$ cat src/rtl/rtc_bus_ctrl_if.sv
// Pin and request bundle between the PicoBlaze port registers, the RTC
// bus master and the RTC pads. master = bus controller, slave = its user/pads.
interface rtc_bus_ctrl_if #(
    parameter int unsigned DATA_W    = 8,
    parameter int unsigned BURST_MAX = 8
);
    localparam int unsigned IDX_W = (BURST_MAX > 1) ? $clog2(BURST_MAX) : 1;

    // request side (PicoBlaze port registers)
    logic              start_rd;
    logic              start_wr;
    logic [IDX_W:0]    burst_len;
    logic [DATA_W-1:0] addr;
    logic [DATA_W-1:0] wdata;

    // RTC pad side
    logic [DATA_W-1:0] ad_in;
    logic [DATA_W-1:0] ad_out;
    logic              ad_oe;
    logic              A_D;
    logic              CS;
    logic              RD;
    logic              WR;

    // status and read results
    logic              busy;
    logic              done;
    logic [DATA_W-1:0] rdata;
    logic              rd_valid;
    logic [IDX_W-1:0]  rd_idx;
    logic              bcd_err;

    modport master (
        input  start_rd, start_wr, burst_len, addr, wdata, ad_in,
        output ad_out, ad_oe, A_D, CS, RD, WR,
        output busy, done, rdata, rd_valid, rd_idx, bcd_err
    );

    modport slave (
        output start_rd, start_wr, burst_len, addr, wdata, ad_in,
        input  ad_out, ad_oe, A_D, CS, RD, WR,
        input  busy, done, rdata, rd_valid, rd_idx, bcd_err
    );
endinterface

$ cat src/rtl/rtc_bus_ctrl.sv
// Bus master for a multiplexed A_D/CS/RD/WR RTC: single write, single read
// and burst read of consecutive registers with indexed result strobes.
// Optional macro RTC_BCD_CHECK_EN builds a sticky BCD check on read data;
// without it bcd_err is tied low.
module rtc_bus_ctrl #(
    parameter int unsigned DATA_W    = 8,
    parameter int unsigned T_PHASE   = 4,
    parameter int unsigned BURST_MAX = 8
) (
    input  logic           clk,
    input  logic           reset,
    rtc_bus_ctrl_if.master bus
);
    localparam int unsigned IDX_W = (BURST_MAX > 1) ? $clog2(BURST_MAX) : 1;
    localparam int unsigned LEN_W = IDX_W + 1;
    localparam int unsigned CNT_W = (T_PHASE > 1) ? $clog2(T_PHASE) : 1;
    localparam logic [CNT_W-1:0] CNT_LOAD = CNT_W'(T_PHASE - 1);
    localparam logic [LEN_W-1:0] LEN_MAX  = LEN_W'(BURST_MAX);

    typedef enum logic [2:0] {
        S_IDLE,
        S_ADDR,
        S_ADDR_HOLD,
        S_DATA,
        S_RECOVER,
        S_DONE
    } state_t;

    state_t            state, state_nxt;
    logic [CNT_W-1:0]  cnt, cnt_nxt;
    logic              op_wr, op_wr_nxt;
    logic [DATA_W-1:0] addr_q, addr_nxt;
    logic [DATA_W-1:0] wdata_q, wdata_nxt;
    logic [LEN_W-1:0]  remain, remain_nxt;
    logic [IDX_W-1:0]  idx, idx_nxt;
    logic [LEN_W-1:0]  len_clamped;
    logic              last;
    logic              sample;

    logic [DATA_W-1:0] ad_out_q, ad_out_nxt;
    logic              ad_oe_q, ad_oe_nxt;
    logic              a_d_q, a_d_nxt;
    logic              cs_q, cs_nxt;
    logic              rd_q, rd_nxt;
    logic              wr_q, wr_nxt;
    logic              busy_q, busy_nxt;
    logic              done_q, done_nxt;
    logic [DATA_W-1:0] rdata_q, rdata_nxt;
    logic              rd_valid_q, rd_valid_nxt;
    logic [IDX_W-1:0]  rd_idx_q, rd_idx_nxt;

    assign last = (cnt == '0);

    // Burst length: 0 means single, oversize requests saturate at BURST_MAX
    always_comb begin
        len_clamped = bus.burst_len;
        if (bus.burst_len == '0) begin
            len_clamped = LEN_W'(1);
        end else if (bus.burst_len > LEN_MAX) begin
            len_clamped = LEN_MAX;
        end
    end

    // Next state, transaction context and pin values for the state being entered
    always_comb begin
        state_nxt    = state;
        cnt_nxt      = cnt;
        op_wr_nxt    = op_wr;
        addr_nxt     = addr_q;
        wdata_nxt    = wdata_q;
        remain_nxt   = remain;
        idx_nxt      = idx;
        sample       = 1'b0;
        rdata_nxt    = rdata_q;
        rd_idx_nxt   = rd_idx_q;
        rd_valid_nxt = 1'b0;

        case (state)
            S_IDLE: begin
                if (bus.start_wr || bus.start_rd) begin
                    state_nxt  = S_ADDR;
                    op_wr_nxt  = bus.start_wr;
                    addr_nxt   = bus.addr;
                    wdata_nxt  = bus.wdata;
                    idx_nxt    = '0;
                    remain_nxt = bus.start_wr ? '0 : (len_clamped - LEN_W'(1));
                end
            end
            S_ADDR: begin
                if (last) state_nxt = S_ADDR_HOLD;
            end
            S_ADDR_HOLD: begin
                if (last) state_nxt = S_DATA;
            end
            S_DATA: begin
                if (last) begin
                    state_nxt = S_RECOVER;
                    sample    = !op_wr;
                end
            end
            S_RECOVER: begin
                if (last) begin
                    if (!op_wr && (remain != '0)) begin
                        state_nxt  = S_ADDR;
                        addr_nxt   = addr_q + DATA_W'(1);
                        idx_nxt    = idx + IDX_W'(1);
                        remain_nxt = remain - LEN_W'(1);
                    end else begin
                        state_nxt = S_DONE;
                    end
                end
            end
            S_DONE: begin
                state_nxt = S_IDLE;
            end
            default: begin
                state_nxt = S_IDLE;
            end
        endcase

        // every state entry restarts the phase timer
        if (state_nxt != state) begin
            cnt_nxt = CNT_LOAD;
        end else if (state != S_IDLE) begin
            cnt_nxt = cnt - CNT_W'(1);
        end

        if (sample) begin
            rdata_nxt    = bus.ad_in;
            rd_idx_nxt   = idx;
            rd_valid_nxt = 1'b1;
        end

        // pins are decoded from the next state so they change with the state
        cs_nxt     = 1'b1;
        rd_nxt     = 1'b1;
        wr_nxt     = 1'b1;
        a_d_nxt    = 1'b1;
        ad_oe_nxt  = 1'b0;
        ad_out_nxt = '0;
        busy_nxt   = (state_nxt != S_IDLE);
        done_nxt   = (state_nxt == S_DONE);

        case (state_nxt)
            S_ADDR: begin
                cs_nxt     = 1'b0;
                a_d_nxt    = 1'b0;
                wr_nxt     = 1'b0;
                ad_oe_nxt  = 1'b1;
                ad_out_nxt = addr_nxt;
            end
            S_ADDR_HOLD: begin
                cs_nxt     = 1'b0;
                a_d_nxt    = 1'b0;
                ad_oe_nxt  = 1'b1;
                ad_out_nxt = addr_nxt;
            end
            S_DATA: begin
                cs_nxt = 1'b0;
                if (op_wr_nxt) begin
                    wr_nxt     = 1'b0;
                    ad_oe_nxt  = 1'b1;
                    ad_out_nxt = wdata_nxt;
                end else begin
                    rd_nxt = 1'b0;
                end
            end
            default: begin
            end
        endcase
    end

    // State, context and registered pin/status outputs
    always_ff @(posedge clk or negedge reset) begin
        if (!reset) begin
            state      <= S_IDLE;
            cnt        <= CNT_LOAD;
            op_wr      <= 1'b0;
            addr_q     <= '0;
            wdata_q    <= '0;
            remain     <= '0;
            idx        <= '0;
            ad_out_q   <= '0;
            ad_oe_q    <= 1'b0;
            a_d_q      <= 1'b1;
            cs_q       <= 1'b1;
            rd_q       <= 1'b1;
            wr_q       <= 1'b1;
            busy_q     <= 1'b0;
            done_q     <= 1'b0;
            rdata_q    <= '0;
            rd_valid_q <= 1'b0;
            rd_idx_q   <= '0;
        end else begin
            state      <= state_nxt;
            cnt        <= cnt_nxt;
            op_wr      <= op_wr_nxt;
            addr_q     <= addr_nxt;
            wdata_q    <= wdata_nxt;
            remain     <= remain_nxt;
            idx        <= idx_nxt;
            ad_out_q   <= ad_out_nxt;
            ad_oe_q    <= ad_oe_nxt;
            a_d_q      <= a_d_nxt;
            cs_q       <= cs_nxt;
            rd_q       <= rd_nxt;
            wr_q       <= wr_nxt;
            busy_q     <= busy_nxt;
            done_q     <= done_nxt;
            rdata_q    <= rdata_nxt;
            rd_valid_q <= rd_valid_nxt;
            rd_idx_q   <= rd_idx_nxt;
        end
    end

    assign bus.ad_out   = ad_out_q;
    assign bus.ad_oe    = ad_oe_q;
    assign bus.A_D      = a_d_q;
    assign bus.CS       = cs_q;
    assign bus.RD       = rd_q;
    assign bus.WR       = wr_q;
    assign bus.busy     = busy_q;
    assign bus.done     = done_q;
    assign bus.rdata    = rdata_q;
    assign bus.rd_valid = rd_valid_q;
    assign bus.rd_idx   = rd_idx_q;

`ifdef RTC_BCD_CHECK_EN
    logic accept;
    logic bcd_err_q, bcd_err_nxt;

    assign accept = (state == S_IDLE) && (bus.start_wr || bus.start_rd);

    function automatic logic has_bad_nibble(input logic [DATA_W-1:0] v);
        logic bad;
        bad = 1'b0;
        for (int unsigned n = 0; n < DATA_W / 4; n++) begin
            if (v[n*4 +: 4] > 4'd9) bad = 1'b1;
        end
        return bad;
    endfunction

    // Sticky BCD flag: cleared by a new request, set by any non-BCD read sample
    always_comb begin
        bcd_err_nxt = bcd_err_q;
        if (accept) begin
            bcd_err_nxt = 1'b0;
        end else if (sample && has_bad_nibble(bus.ad_in)) begin
            bcd_err_nxt = 1'b1;
        end
    end

    // BCD flag register
    always_ff @(posedge clk or negedge reset) begin
        if (!reset) begin
            bcd_err_q <= 1'b0;
        end else begin
            bcd_err_q <= bcd_err_nxt;
        end
    end

    assign bus.bcd_err = bcd_err_q;
`else
    assign bus.bcd_err = 1'b0;
`endif

endmodule

$ cat src/flat_wrapper.sv
// flat-port wrapper written by rule: the top's interface ports become plain ports
module rtc_bus_ctrl_flat 
#(
    parameter int unsigned DATA_W    = 8,
    parameter int unsigned T_PHASE   = 4,
    parameter int unsigned BURST_MAX = 8
)
  (clk, reset, bus_start_rd, bus_start_wr, bus_burst_len, bus_addr, bus_wdata, bus_ad_in, bus_ad_out, bus_ad_oe, bus_A_D, bus_CS, bus_RD, bus_WR, bus_busy, bus_done, bus_rdata, bus_rd_valid, bus_rd_idx, bus_bcd_err);
  rtc_bus_ctrl_if #(.DATA_W(DATA_W), .BURST_MAX(BURST_MAX)) bus_i ();
  input  logic clk;
  input  logic reset;
  input wire logic [$bits(bus_i.start_rd)-1:0] bus_start_rd;
  input wire logic [$bits(bus_i.start_wr)-1:0] bus_start_wr;
  input wire logic [$bits(bus_i.burst_len)-1:0] bus_burst_len;
  input wire logic [$bits(bus_i.addr)-1:0] bus_addr;
  input wire logic [$bits(bus_i.wdata)-1:0] bus_wdata;
  input wire logic [$bits(bus_i.ad_in)-1:0] bus_ad_in;
  output wire logic [$bits(bus_i.ad_out)-1:0] bus_ad_out;
  output wire logic [$bits(bus_i.ad_oe)-1:0] bus_ad_oe;
  output wire logic [$bits(bus_i.A_D)-1:0] bus_A_D;
  output wire logic [$bits(bus_i.CS)-1:0] bus_CS;
  output wire logic [$bits(bus_i.RD)-1:0] bus_RD;
  output wire logic [$bits(bus_i.WR)-1:0] bus_WR;
  output wire logic [$bits(bus_i.busy)-1:0] bus_busy;
  output wire logic [$bits(bus_i.done)-1:0] bus_done;
  output wire logic [$bits(bus_i.rdata)-1:0] bus_rdata;
  output wire logic [$bits(bus_i.rd_valid)-1:0] bus_rd_valid;
  output wire logic [$bits(bus_i.rd_idx)-1:0] bus_rd_idx;
  output wire logic [$bits(bus_i.bcd_err)-1:0] bus_bcd_err;
  assign bus_i.start_rd = bus_start_rd;
  assign bus_i.start_wr = bus_start_wr;
  assign bus_i.burst_len = bus_burst_len;
  assign bus_i.addr = bus_addr;
  assign bus_i.wdata = bus_wdata;
  assign bus_i.ad_in = bus_ad_in;
  assign bus_ad_out = bus_i.ad_out;
  assign bus_ad_oe = bus_i.ad_oe;
  assign bus_A_D = bus_i.A_D;
  assign bus_CS = bus_i.CS;
  assign bus_RD = bus_i.RD;
  assign bus_WR = bus_i.WR;
  assign bus_busy = bus_i.busy;
  assign bus_done = bus_i.done;
  assign bus_rdata = bus_i.rdata;
  assign bus_rd_valid = bus_i.rd_valid;
  assign bus_rd_idx = bus_i.rd_idx;
  assign bus_bcd_err = bus_i.bcd_err;
  rtc_bus_ctrl #(.DATA_W(DATA_W), .T_PHASE(T_PHASE), .BURST_MAX(BURST_MAX)) u_core (.clk(clk), .reset(reset), .bus(bus_i));
endmodule
$ cat config.mk
export PLATFORM = sky130hd
export DESIGN_NAME = rtc_bus_ctrl_flat
export DESIGN_NICKNAME = d
export VERILOG_FILES = /design/src/rtl/rtc_bus_ctrl_if.sv /design/src/rtl/rtc_bus_ctrl.sv /design/src/flat_wrapper.sv
export SDC_FILE = /design/constraint.sdc
export NUM_CORES = 1
export LEC_CHECK = 0
export CAP_MARGIN = 20
export CELL_PAD_IN_SITES_DETAIL_PLACEMENT = 0
export CELL_PAD_IN_SITES_GLOBAL_PLACEMENT = 1
export CORE_AREA = 2 2 75 77
export DETAILED_ROUTE_END_ITERATION = 7
export DIE_AREA = 0 0 77 79
export DONT_BUFFER_PORTS = 1
export HOLD_SLACK_MARGIN = 0.08
export MAX_ROUTING_LAYER = met4
export PLACE_DENSITY = 0.79
export SYNTH_ARGS = -nofsm -noshare
export SYNTH_HDL_FRONTEND = slang
export SYNTH_SLANG_ARGS = --single-unit
$ cat constraint.sdc
create_clock -name clk -period 3.45 [get_ports clk]
set_input_delay 0.8625 -clock clk [delete_from_list [all_inputs] [get_ports clk]]
set_output_delay 0.8625 -clock clk [all_outputs]
set_load 0.03 [all_outputs]
==> results.md <==
- Outcome: finished, final reports clean
- GRT Total Usage: 19.4%
- Synth Area in Adders: 2.32%
- Setup violations, final: 0
- RePlAce Congestion: 0.867
- Setup slack after layout: 1.03 ns
- Critical path launch point type: register
- Residual DRC: 0
- Commonest cells post-synth: 50 x dfrtp_1, 24 x nor2_1, 14 x inv_1
- Clock transition at path regs: 0.11 ns
- Yosys top cell area share: 46.4%
- Maximum vdd drop: 0.376 mV
- Net Sw Frac: 43.9%
- Largest net degree at the start of global routing: 57
- Crit path max-delay family: simple AND/OR/NAND/NOR gates
- Final Max Tran Viols: 0
- Sequential Power Share: 54.0%
- I/O Pins: 60
- Mapped cell area: 2690 um2
- Worst-Margin Slew: 0.932 ns
- Internal power: 1450 uW
- CTS Buffer Depth: 2
- Resize count post-CTS: 0
- Max Fclk: 0.414 GHz
- Count leader, synth: dfrtp_1
- Setup TNS: 0 ns
- N_diodes: 0
- Drt pass-1 iters: 4
- Main synth FF type: dfrtp_1
- Routed vias: 1880
- Core area: 5340 um2
- Final nets: 287
- Tmin final: 2.42 ns
- Number of global-route vias before repair: 1849
- Post-Synth XOR/XNOR Area: 1.63%
- Max-cap check violation count: 0
- Main combinational cell family by area after synthesis: simple AND/OR/NAND/NOR gates
- Total congestion overflow: 0
- Unrepaired setup endpoints after global routing: false
- Flops & latches, synth: 56
- WS Path Type: reg2reg
- Die Height: 79 um
- Synth top area cells: dfrtp_1 46%, dfstp_2 5.9%, mux2_1 5.4%, nor2_1 3.3%, mux2i_1 2.6%
- CP max FO: 22
- Sinks on Clock Net: 56
- Required @ worst endpoint: 3.66 ns
- Final clock skew: 0.0132 ns
- Hold Crit Class: in2async
- Leakage power: 0.00125 uW
- Die Span X: 77 um
- Drt initial violations: 165
- Wirelength, routed: 5.43 mm
- DP HPWL: 4.00 mm
- Buffers added on ports: 0
- Initial core utilization: 50.5%
- Pwr per Cell Area: 913 nW/um2
- Vias/cell: 5.82
- DP Cell Count: 315
- Syn_nets: 291
- Critical path's largest stage delay: 0.72 ns
- Overall Power: 2590 uW
- Post-Layout Cell Count: 323
- RR Startpoint: u_core.state[2]$_DFF_PN0_
- Synthesized area per cell: 10.6 um2
- Max H-tree Level: 2
- Antenna violations before repair: 0
- Clock power share: 14.4%
- CTS Buf Count: 5
- Yosys cell types: 53
- Post-synthesis mux area share: 8.87%
- Worst Setup SP: u_core.state[2]$_DFF_PN0_
- Area Growth Syn to Fin: 5.39%
- Critical Path Sink Type: register
- Layout cells sized above 1: 9.96%
- DRT antenna net count: 0
- CTS tree: built
- Row Count: 27
- Post-synth top area cell: dfrtp_1
- Async SR Flop Fraction: 100%
- Yosys warning count: 0
- CP Buf/Inv Count: 0
- Number of synthesized flops with an enable pin: 0
- Synth Area in Simple Gates: 18.2%
- Slew HR: 37.5%
- Comb power frac: 31.6%
- WL/cell: 16.8 um
- Final hold vios: 0
- Post-synthesis sequential area ratio: 52.3%
- Global-route wire length before repair: 9.10 mm
- Period utilization: 70.0%
- CP cell instances: or3b_1 -> or4_1 -> a221o_1 -> a22o_1
- Die ar.: 6080 um2
- Post-CTS Setup Bufs: 0
- Worst skew pair latency: 0.32 ns
- CTS root buf: clkbuf_8
- Hold Buf Count CTS: 0
- Compound-cell area share of the yosys netlist: 12.3%
- Pre-CTS setup slack: 1.04 ns
- Cells after synthesis: 254
- Arrival time worst endpoint: 2.62 ns
- Switching power total: 1140 uW
- Slowest CP cell: dfrtp_1
metal layers:
layer  vias up  routed length (um)  track usage (%)  share of wire (%)
met5         -                   0                -                  0
met4         0                  55             5.36                1.0
met3         6                 346             3.98                6.4
met2        62                2500             30.6                 46
met1       906                2530             25.9                 47
li1        906                   -                -                  -
final cells by class:
cell class,instances,area (um2)
multi-input cells,170,1170
well taps,72,90.1
flip-flops and latches,56,1410
repair buffers,2,15.0
fillers,514,2500
clock inverters,3,25.0
clock buffers,5,68.8
inverters,15,56.3
cell families after synthesis:
group | count (synthesis)
muxes | 22
adders and majority gates | 5
other | 1
xor gates and xnor gates | 5
DFF | 56
AOI/OAI and AO/OA | 46
buffers and inverters | 28
and+or+nand+nor | 91
worst paths after layout:
check,end,slack (ns),depth (start not counted)
setup / recovery,u_core.bus.ad_out[3]$_DFF_PN0_,1.03,4
hold / removal,u_core.bus.ad_out[4]$_DFF_PN0_,0.23,0
setup reg to reg,u_core.bus.ad_out[3]$_DFF_PN0_,1.03,4
hold reg to reg,u_core.remain[0]$_DFFE_PN0P_,0.49,1
max in group asynchronous,u_core.bus.RD$_DFF_PN1_,3.03,0
min in group clk,u_core.remain[0]$_DFFE_PN0P_,0.49,1
power groups by stage:
stage	combinational (uW)	clock (uW)	sequential (uW)
after floorplan	705	0	1320
after global routing	926	412	1440
final	820	373	1400
after global placement	810	0	1400
after CTS	826	384	1400
after detailed placement	823	0	1410
layout by cell type, fill, tap and decap left out, types with 3 or more instances in the layout:
cell type	Yosys	final
a31oi_1	3	3
inv_1	14	14
xor2_1	3	3
dfstp_2	6	6
clkbuf_8	0	5
mux2i_1	7	7
or3_1	4	4
nor4_1	4	4
nand4b_1	3	3
nand2_1	12	12
nor2_1	24	24
o21ai_0	3	3
nand3_1	7	7
a211oi_1	3	3
nor3_1	11	10
mux2_1	13	13
a21oi_1	9	9
nand2b_1	4	4
ha_1	5	5
o22ai_1	4	4
dfrtp_1	50	50
o21ai_1	4	4
nand4_1	3	3
o32ai_1	5	5
a22o_1	6	6
registers in the layout, indices dropped and copies added, names as in the netlist, 2 cells and up:
signal	flops
u_core.addr_q	8
u_core.bus.ad_out	8
u_core.bus.rdata	8
u_core.wdata_q	8
u_core.remain	4
u_core.bus.rd_idx	3
u_core.idx	3
u_core.state	3
u_core.cnt	2
per-stage QoR:
stage / hold slack (ns) / instance area, um2 / util (%)
3_5_place_dp: 0.466 / 2750 / 51.4
5_1_grt: 0.210 / 2840 / 53.2
2_1_floorplan: 0.446 / 2690 / -
6_report: 0.226 / 2840 / 53.2
4_1_cts: 0.218 / 2840 / 53.2
3_3_place_gp: 0.462 / 2750 / 51.4
Note: power is estimated with default switching activity, not from simulation.
